[config.mk]
export PLATFORM = sky130hd
export DESIGN_NAME = cplx_dual_adder_pipe
export DESIGN_NICKNAME = d
export VERILOG_FILES = /design/src/rtl/cplx_adder_pkg.sv /design/src/rtl/cplx_round_sat.sv /design/src/rtl/cplx_dual_adder_pipe.sv
export SDC_FILE = /design/constraint.sdc
export NUM_CORES = 1
export LEC_CHECK = 0
export ABC_AREA = 1
export CAP_MARGIN = 20
export CORE_MARGIN = 8
export CORE_UTILIZATION = 32
export CTS_BUF_LIST = sky130_fd_sc_hd__clkbuf_16
export CTS_CLUSTER_SIZE = 14
export DETAILED_ROUTE_END_ITERATION = 10
export GPL_TIMING_DRIVEN = 1
export HOLD_SLACK_MARGIN = 0.03
export PLACE_DENSITY = 0.5
export SETUP_SLACK_MARGIN = 0.02
export SLEW_MARGIN = 0
export SYNTH_ARGS = -nofsm -noshare
export SYNTH_HDL_FRONTEND = slang
export SYNTH_SLANG_ARGS = --single-unit
[constraint.sdc]
create_clock -name clk -period 12.13 [get_ports clk]
set_input_delay 2.426 -clock clk [delete_from_list [all_inputs] [get_ports clk]]
set_output_delay 2.426 -clock clk [all_outputs]
set_load 0.005 [all_outputs]
[src/rtl/cplx_adder_pkg.sv]
// Shared constants and saturation-bound helpers for the complex dual adder.
// Latency: n/a (package).
// Backpressure: n/a (package).
package cplx_adder_pkg;

    localparam int DEF_BIT_WIDTH = 16;
    localparam bit DEF_SATURATE  = 1'b1;

    // Largest representable signed value of a w-bit word, as a wide signed constant.
    function automatic logic signed [63:0] sat_max(input int w);
        return (64'sd1 <<< (w - 1)) - 64'sd1;
    endfunction

    function automatic logic signed [63:0] sat_min(input int w);
        return -(64'sd1 <<< (w - 1));
    endfunction

endpackage

[src/rtl/cplx_round_sat.sv]
// One component of stage 2: optional round-half-up halve, then clamp or wrap to BIT_WIDTH.
// Latency: combinational.
// Backpressure: none; the caller decides when to register the result.
module cplx_round_sat
    import cplx_adder_pkg::*;
#(
    parameter int BIT_WIDTH = DEF_BIT_WIDTH,
    parameter bit SATURATE  = DEF_SATURATE
) (
    input  logic signed [BIT_WIDTH:0]   i_sum,
    input  logic                        i_scale_en,
    output logic signed [BIT_WIDTH-1:0] o_res,
    output logic                        o_ovf
);

    localparam logic signed [63:0]          C_MAX64 = sat_max(BIT_WIDTH);
    localparam logic signed [63:0]          C_MIN64 = sat_min(BIT_WIDTH);
    localparam logic signed [BIT_WIDTH+1:0] C_MAX   = C_MAX64[BIT_WIDTH+1:0];
    localparam logic signed [BIT_WIDTH+1:0] C_MIN   = C_MIN64[BIT_WIDTH+1:0];
    localparam logic signed [BIT_WIDTH+1:0] C_ONE   = {{(BIT_WIDTH+1){1'b0}}, 1'b1};

    // Two guard bits: sum+1 of a full-scale difference needs one more bit than the sum.
    logic signed [BIT_WIDTH+1:0] w_ext;
    logic signed [BIT_WIDTH+1:0] w_inc;
    logic signed [BIT_WIDTH+1:0] w_half;
    logic signed [BIT_WIDTH+1:0] w_val;
    logic                        w_hi;
    logic                        w_lo;

    assign w_ext  = {i_sum[BIT_WIDTH], i_sum};
    assign w_inc  = w_ext + C_ONE;
    assign w_half = w_inc >>> 1;
    assign w_val  = i_scale_en ? w_half : w_ext;
    assign w_hi   = (w_val > C_MAX);
    assign w_lo   = (w_val < C_MIN);
    assign o_ovf  = w_hi | w_lo;

    always_comb begin
        o_res = w_val[BIT_WIDTH-1:0];
        if (SATURATE) begin
            if (w_hi) begin
                o_res = C_MAX[BIT_WIDTH-1:0];
            end else if (w_lo) begin
                o_res = C_MIN[BIT_WIDTH-1:0];
            end
        end
    end

endmodule

[src/rtl/cplx_dual_adder_pipe.sv]
// Two complex add/sub results (i1+-i3, i1+-i2) with optional halving and saturate/wrap.
// Latency: 2 cycles, 1 beat per cycle.
// Backpressure: in_ready = !out_valid || out_ready; both stages hold when it is low.
module cplx_dual_adder_pipe
    import cplx_adder_pkg::*;
#(
    parameter int BIT_WIDTH = DEF_BIT_WIDTH,
    parameter bit SATURATE  = DEF_SATURATE
) (
    input  logic                        clk,
    input  logic                        rst,
    input  logic                        in_valid,
    output logic                        in_ready,
    input  logic signed [BIT_WIDTH-1:0] Re_i1,
    input  logic signed [BIT_WIDTH-1:0] Im_i1,
    input  logic signed [BIT_WIDTH-1:0] Re_i2,
    input  logic signed [BIT_WIDTH-1:0] Im_i2,
    input  logic signed [BIT_WIDTH-1:0] Re_i3,
    input  logic signed [BIT_WIDTH-1:0] Im_i3,
    input  logic                        sub1,
    input  logic                        sub2,
    input  logic                        scale_en,
    output logic signed [BIT_WIDTH-1:0] Re_o1,
    output logic signed [BIT_WIDTH-1:0] Im_o1,
    output logic signed [BIT_WIDTH-1:0] Re_o2,
    output logic signed [BIT_WIDTH-1:0] Im_o2,
    output logic                        out_valid,
    input  logic                        out_ready,
    input  logic                        ovf_clr,
    output logic                        ovf
);

    logic w_adv;

    logic signed [BIT_WIDTH:0] w_re1_x, w_im1_x, w_re2_x, w_im2_x, w_re3_x, w_im3_x;
    logic signed [BIT_WIDTH:0] w_re_s1, w_im_s1, w_re_s2, w_im_s2;

    logic                      r_s1_vld;
    logic                      r_s1_scale;
    logic signed [BIT_WIDTH:0] r_s1_re1, r_s1_im1, r_s1_re2, r_s1_im2;

    logic signed [BIT_WIDTH-1:0] w_re1_res, w_im1_res, w_re2_res, w_im2_res;
    logic                        w_re1_ovf, w_im1_ovf, w_re2_ovf, w_im2_ovf;
    logic                        w_ovf_set;

    logic                        r_out_vld;
    logic signed [BIT_WIDTH-1:0] r_re_o1, r_im_o1, r_re_o2, r_im_o2;
    logic                        r_ovf;

    assign w_adv    = !r_out_vld || out_ready;
    assign in_ready = w_adv;

    // Sign-extend once so the add/sub below is exact at BIT_WIDTH+1 bits.
    assign w_re1_x = {Re_i1[BIT_WIDTH-1], Re_i1};
    assign w_im1_x = {Im_i1[BIT_WIDTH-1], Im_i1};
    assign w_re2_x = {Re_i2[BIT_WIDTH-1], Re_i2};
    assign w_im2_x = {Im_i2[BIT_WIDTH-1], Im_i2};
    assign w_re3_x = {Re_i3[BIT_WIDTH-1], Re_i3};
    assign w_im3_x = {Im_i3[BIT_WIDTH-1], Im_i3};

    assign w_re_s1 = sub1 ? (w_re1_x - w_re3_x) : (w_re1_x + w_re3_x);
    assign w_im_s1 = sub1 ? (w_im1_x - w_im3_x) : (w_im1_x + w_im3_x);
    assign w_re_s2 = sub2 ? (w_re1_x - w_re2_x) : (w_re1_x + w_re2_x);
    assign w_im_s2 = sub2 ? (w_im1_x - w_im2_x) : (w_im1_x + w_im2_x);

    always_ff @(posedge clk or posedge rst) begin
        if (rst) begin
            r_s1_vld   <= 1'b0;
            r_s1_scale <= 1'b0;
            r_s1_re1   <= '0;
            r_s1_im1   <= '0;
            r_s1_re2   <= '0;
            r_s1_im2   <= '0;
        end else if (w_adv) begin
            r_s1_vld   <= in_valid;
            r_s1_scale <= scale_en;
            r_s1_re1   <= w_re_s1;
            r_s1_im1   <= w_im_s1;
            r_s1_re2   <= w_re_s2;
            r_s1_im2   <= w_im_s2;
        end
    end

    cplx_round_sat #(.BIT_WIDTH(BIT_WIDTH), .SATURATE(SATURATE)) u_rs_re1 (
        .i_sum      (r_s1_re1),
        .i_scale_en (r_s1_scale),
        .o_res      (w_re1_res),
        .o_ovf      (w_re1_ovf)
    );

    cplx_round_sat #(.BIT_WIDTH(BIT_WIDTH), .SATURATE(SATURATE)) u_rs_im1 (
        .i_sum      (r_s1_im1),
        .i_scale_en (r_s1_scale),
        .o_res      (w_im1_res),
        .o_ovf      (w_im1_ovf)
    );

    cplx_round_sat #(.BIT_WIDTH(BIT_WIDTH), .SATURATE(SATURATE)) u_rs_re2 (
        .i_sum      (r_s1_re2),
        .i_scale_en (r_s1_scale),
        .o_res      (w_re2_res),
        .o_ovf      (w_re2_ovf)
    );

    cplx_round_sat #(.BIT_WIDTH(BIT_WIDTH), .SATURATE(SATURATE)) u_rs_im2 (
        .i_sum      (r_s1_im2),
        .i_scale_en (r_s1_scale),
        .o_res      (w_im2_res),
        .o_ovf      (w_im2_ovf)
    );

    // Only a real beat moving into the output register may raise the flag.
    assign w_ovf_set = w_adv && r_s1_vld && (w_re1_ovf || w_im1_ovf || w_re2_ovf || w_im2_ovf);

    always_ff @(posedge clk or posedge rst) begin
        if (rst) begin
            r_out_vld <= 1'b0;
            r_re_o1   <= '0;
            r_im_o1   <= '0;
            r_re_o2   <= '0;
            r_im_o2   <= '0;
        end else if (w_adv) begin
            r_out_vld <= r_s1_vld;
            r_re_o1   <= w_re1_res;
            r_im_o1   <= w_im1_res;
            r_re_o2   <= w_re2_res;
            r_im_o2   <= w_im2_res;
        end
    end

    always_ff @(posedge clk or posedge rst) begin
        if (rst) begin
            r_ovf <= 1'b0;
        end else if (w_ovf_set) begin
            r_ovf <= 1'b1;
        end else if (ovf_clr) begin
            r_ovf <= 1'b0;
        end
    end

    assign out_valid = r_out_vld;
    assign Re_o1     = r_re_o1;
    assign Im_o1     = r_im_o1;
    assign Re_o2     = r_re_o2;
    assign Im_o2     = r_im_o2;
    assign ovf       = r_ovf;

endmodule

==> reports/metrics.csv <==
stage;metric;value;unit
cts;CTS tree;yes;
routing;Vias;11700;
critical_path;Critical Path RT;9.70;ns
synthesis;main combinational cell family by area after synthesis;simple AND/OR/NAND/NOR gates;
routing;Iter 0 DRT Violations;725;
cts;clock sink count;136;
grt;GR peak layer;met1;
sta;setup_tns;0;ns
finish;ANT cells;0;
sta;period utilization;58.0;%
run;Max Cap Viol;0;
synthesis;FF+latch count, synth;136;
synthesis;Synth area leaders;dfrtp_1 (28%), nand2_1 (16%), ha_1 (7.4%);
routing;DR vias/cell;4.61;
critical_path;Worst R2R End;ovf$_DFFE_PP0P_;
critical_path;critical path's largest stage delay;0.61;ns
critical_path;CP delay by family, top;buffers and inverters;
synthesis;ys flop type;dfrtp_1;
hold_path;WHS Endpoint;out_valid$_DFFE_PP0N_;
sta;Final setup viols;0;
critical_path;Crit path arrival time;4.61;ns
synthesis;Synth Area in Simple Gates;33.0;%
routing;Routed WL per cell;14.7;um
synthesis;post-synthesis cell count;1860;
floorplanning;Die Y;211;um
sta;min Tclk post-route;7.04;ns
floorplanning;die width;211;um
critical_path;flop2flop setup slack;9.23;ns
critical_path;Max FO, Critical Path;51;
critical_path;CP endpoint kind;output port;
sta;Min Hold Slack;0.465;ns
run_status;status;completed;
hold_path;worst hold stages;2;
placed_design;Detail Placement HPWL;30.3;mm
cts;clock root buffer;clkbuf_16;
floorplanning;I/O pin count;171;
critical_path;Crit path buffers/inverters;4;
grt;GRT overflow;0;
cts;Setup Fix Bufs, Post-CTS;0;
cts;# H-tree levels;4;
routing;# DRC;0;
synthesis;top-count cell post-synth;nand2_1;
routing;1st-pass router iterations;5;
critical_path;worst-path cell chain;clkdlybuf4s50_1, nor2_4, buf_4, clkinv_2, clkdlybuf4s50_1;
critical_path;Crit path top cell by count;clkdlybuf4s50_1;
synthesis;EDFF count, synth;0;
synthesis;Post-synth top cells;nand2_1 (531), inv_1 (233), nor2_1 (173);
synthesis;Synth Area in Compound Gates;15.2;%
grt;pin count of the biggest net entering global routing;88;
cts;hold_buf cts;0;
sta;Rel. slew slack;37.7;%
synthesis;Synth Area in XOR/XNOR;6.74;%
sta;skew final;0.00472;ns
grt;first-pass GRT wire length;60.6;mm
sta;FMAX;0.142;GHz
critical_path;Slowest cell on crit path;clkdlybuf4s50_1;
finish;design area;0.0149;mm2
cts;clock buffer depth;2;
finish;Layout area overhead;22.3;%
routing;routed wire length;37.1;mm
floorplanning;initial core utilization;32.4;%
grt;met3 usage;2.82;%
synthesis;largest area contributor in the netlist;dfrtp_1;
synthesis;syn_area_per_cell;6.57;um2
placed_design;input/output buffers;170;
grt;met1 Track Usage GR;26.2;%
cts;clock slew at reported path FFs;0.05;ns
floorplanning;die area;0.0447;mm2
synthesis;total nets after synthesis;2040;
synthesis;mux cell area share after synthesis;0;%
sta;Slew Limit Fails;0;
synthesis;share of the synthesized area in the top cell type;27.8;%
synthesis;cell area after synthesis;0.0122;mm2
synthesis;asr flop ratio synth;100;%
routing;Final ANT Viol Nets;0;
synthesis;Distinct cells, synth;46;
hold_path;hold_sp;r_s1_vld$_DFFE_PP0N_;
grt;Global Route Usage Sum;16.7;%
sta;final hold vios;0;
cts;CTS Buf Count;17;
synthesis;sequential-to-total area share from yosys stat;27.8;%
cts;post-CTS sizing;0;
finish;Final Core Density;39.7;%
synthesis;Post-Synth Adder-Cell Area;8.03;%
power_and_ir_drop;Leak;7.23;nW
finish;fillcell total;4118;
hold_path;Min-Delay Path Class;flip-flop to flip-flop;
floorplanning;core footprint;0.0377;mm2
grt;antenna violations before repair;0;
finish;ratio of cells with drive above 1 in the final layout;5.55;%
critical_path;R2R depth;12;
power_and_ir_drop;Cell Pwr Density;155;mW/mm2
sta;RSZ-0062 raised after global routing;false;
cts;clock latency on the worst-skew pair;0.42;ns
grt;GR Util met2;23.1;%
synthesis;synthesis warning total;0;
grt;vias in the first global route;11200;
sta;Worst Tran Pin Value;0.935;ns
placed_design;Placed Area;0.0144;mm2
floorplanning;FP Rows;71;
critical_path;Startpoint Class;input pin;
placed_design;gpl congestion;0.869;
power_and_ir_drop;Peak VDD IR;0.0950;mV
critical_path;r2r startpoint;r_s1_scale$_DFFE_PP0N_;
finish;nets@finish;2187;
critical_path;WS Path Type;input pin to output port;
## cell families (layout without fill, tap and decap cells)
| kind of cell | count (synthesis) | count (layout) |
|---|---|---|
| AND/OR/NAND/NOR | 944 | 944 |
| XOR/XNOR | 94 | 94 |
| AO/OA/AOI/OAI | 321 | 321 |
| flip-flops | 136 | 136 |
| buffers and inverters | 289 | 448 |
| adder cells (fa/ha/maj) | 76 | 76 |
## worst max path at each step
stage,startpoint,end,slack [ns],cells after the start
CTS,out_ready,in_ready,5.02,5
global route,out_ready,in_ready,4.92,5
detailed placement,out_ready,in_ready,5.04,5
global placement,out_ready,in_ready,5.02,5
floorplan,rst,Im_o1[0]$_DFFE_PP0N_,6.06,1
finish,out_ready,in_ready,5.09,5
## cell usage in the layout, fill, tap and decap left out, types with 72 or more instances in the layout
master	Yosys	final
ha_1	72	72
nand3_1	123	123
nand2_1	531	531
clkdlybuf4s50_1	0	170
xor2_1	76	76
inv_1	233	235
a21oi_1	88	88
o21ai_0	132	132
nor2_1	173	172
dfrtp_1	136	135
## sequential cells by signal, indices dropped and copies added, names as in the netlist, 16 cells and up
register,cells
r_s1_im1,17
r_s1_im2,17
r_s1_re1,17
r_s1_re2,17
Im_o1,16
Im_o2,16
Re_o1,16
Re_o2,16
## metrics by stage
step,worst slack (ns),cells,power [W]
after floorplan,6.06,1860,0.00138
after global placement,5.02,2499,0.00183
after detailed placement,5.04,2499,0.00184
after CTS,5.02,2530,0.00234
after global routing,4.92,2530,0.00251
final,5.09,2530,0.00231
## where the power goes
group,internal [W],total (W),leakage [nW],switching [W]
clock,0.000294,0.000480,0.268,0.000186
sequential,0.000614,0.000771,1.60,0.000157
combinational,0.000470,0.00106,5.36,0.000588
## metal layers
metal	up-vias	share of wire, %
met5	-	0
met4	0	1.0
met3	18	4.8
met2	239	38
met1	5089	56
li1	6329	-
## final cells by class
| cell class | count | area, um2 | area share (%) |
|---|---|---|---|
| clock inverters | 14 | 119 | 0.795 |
| multi-input cells | 1435 | 7690 | 51.5 |
| clock buffers | 17 | 425 | 2.85 |
| repair buffers | 175 | 1740 | 11.6 |
| inverters | 242 | 923 | 6.18 |
| well taps | 511 | 639 | 4.28 |
| flip-flops and latches | 136 | 3400 | 22.8 |
## worst register-to-register path: stages, from the launching register on
cell and delay (ns):
dfrtp_2 0.34, buf_4 0.63, inv_2 0.56, nor3_1 0.31, nand2_1 0.09, nand2_2 0.09
inv_1 0.05, nand2_2 0.24, nand2_1 0.16, nor2_1 0.11, nand3_1 0.09, nand2_1 0.07
nand2_1 0.04
No activity file was read; power rests on OpenSTA's default activity.
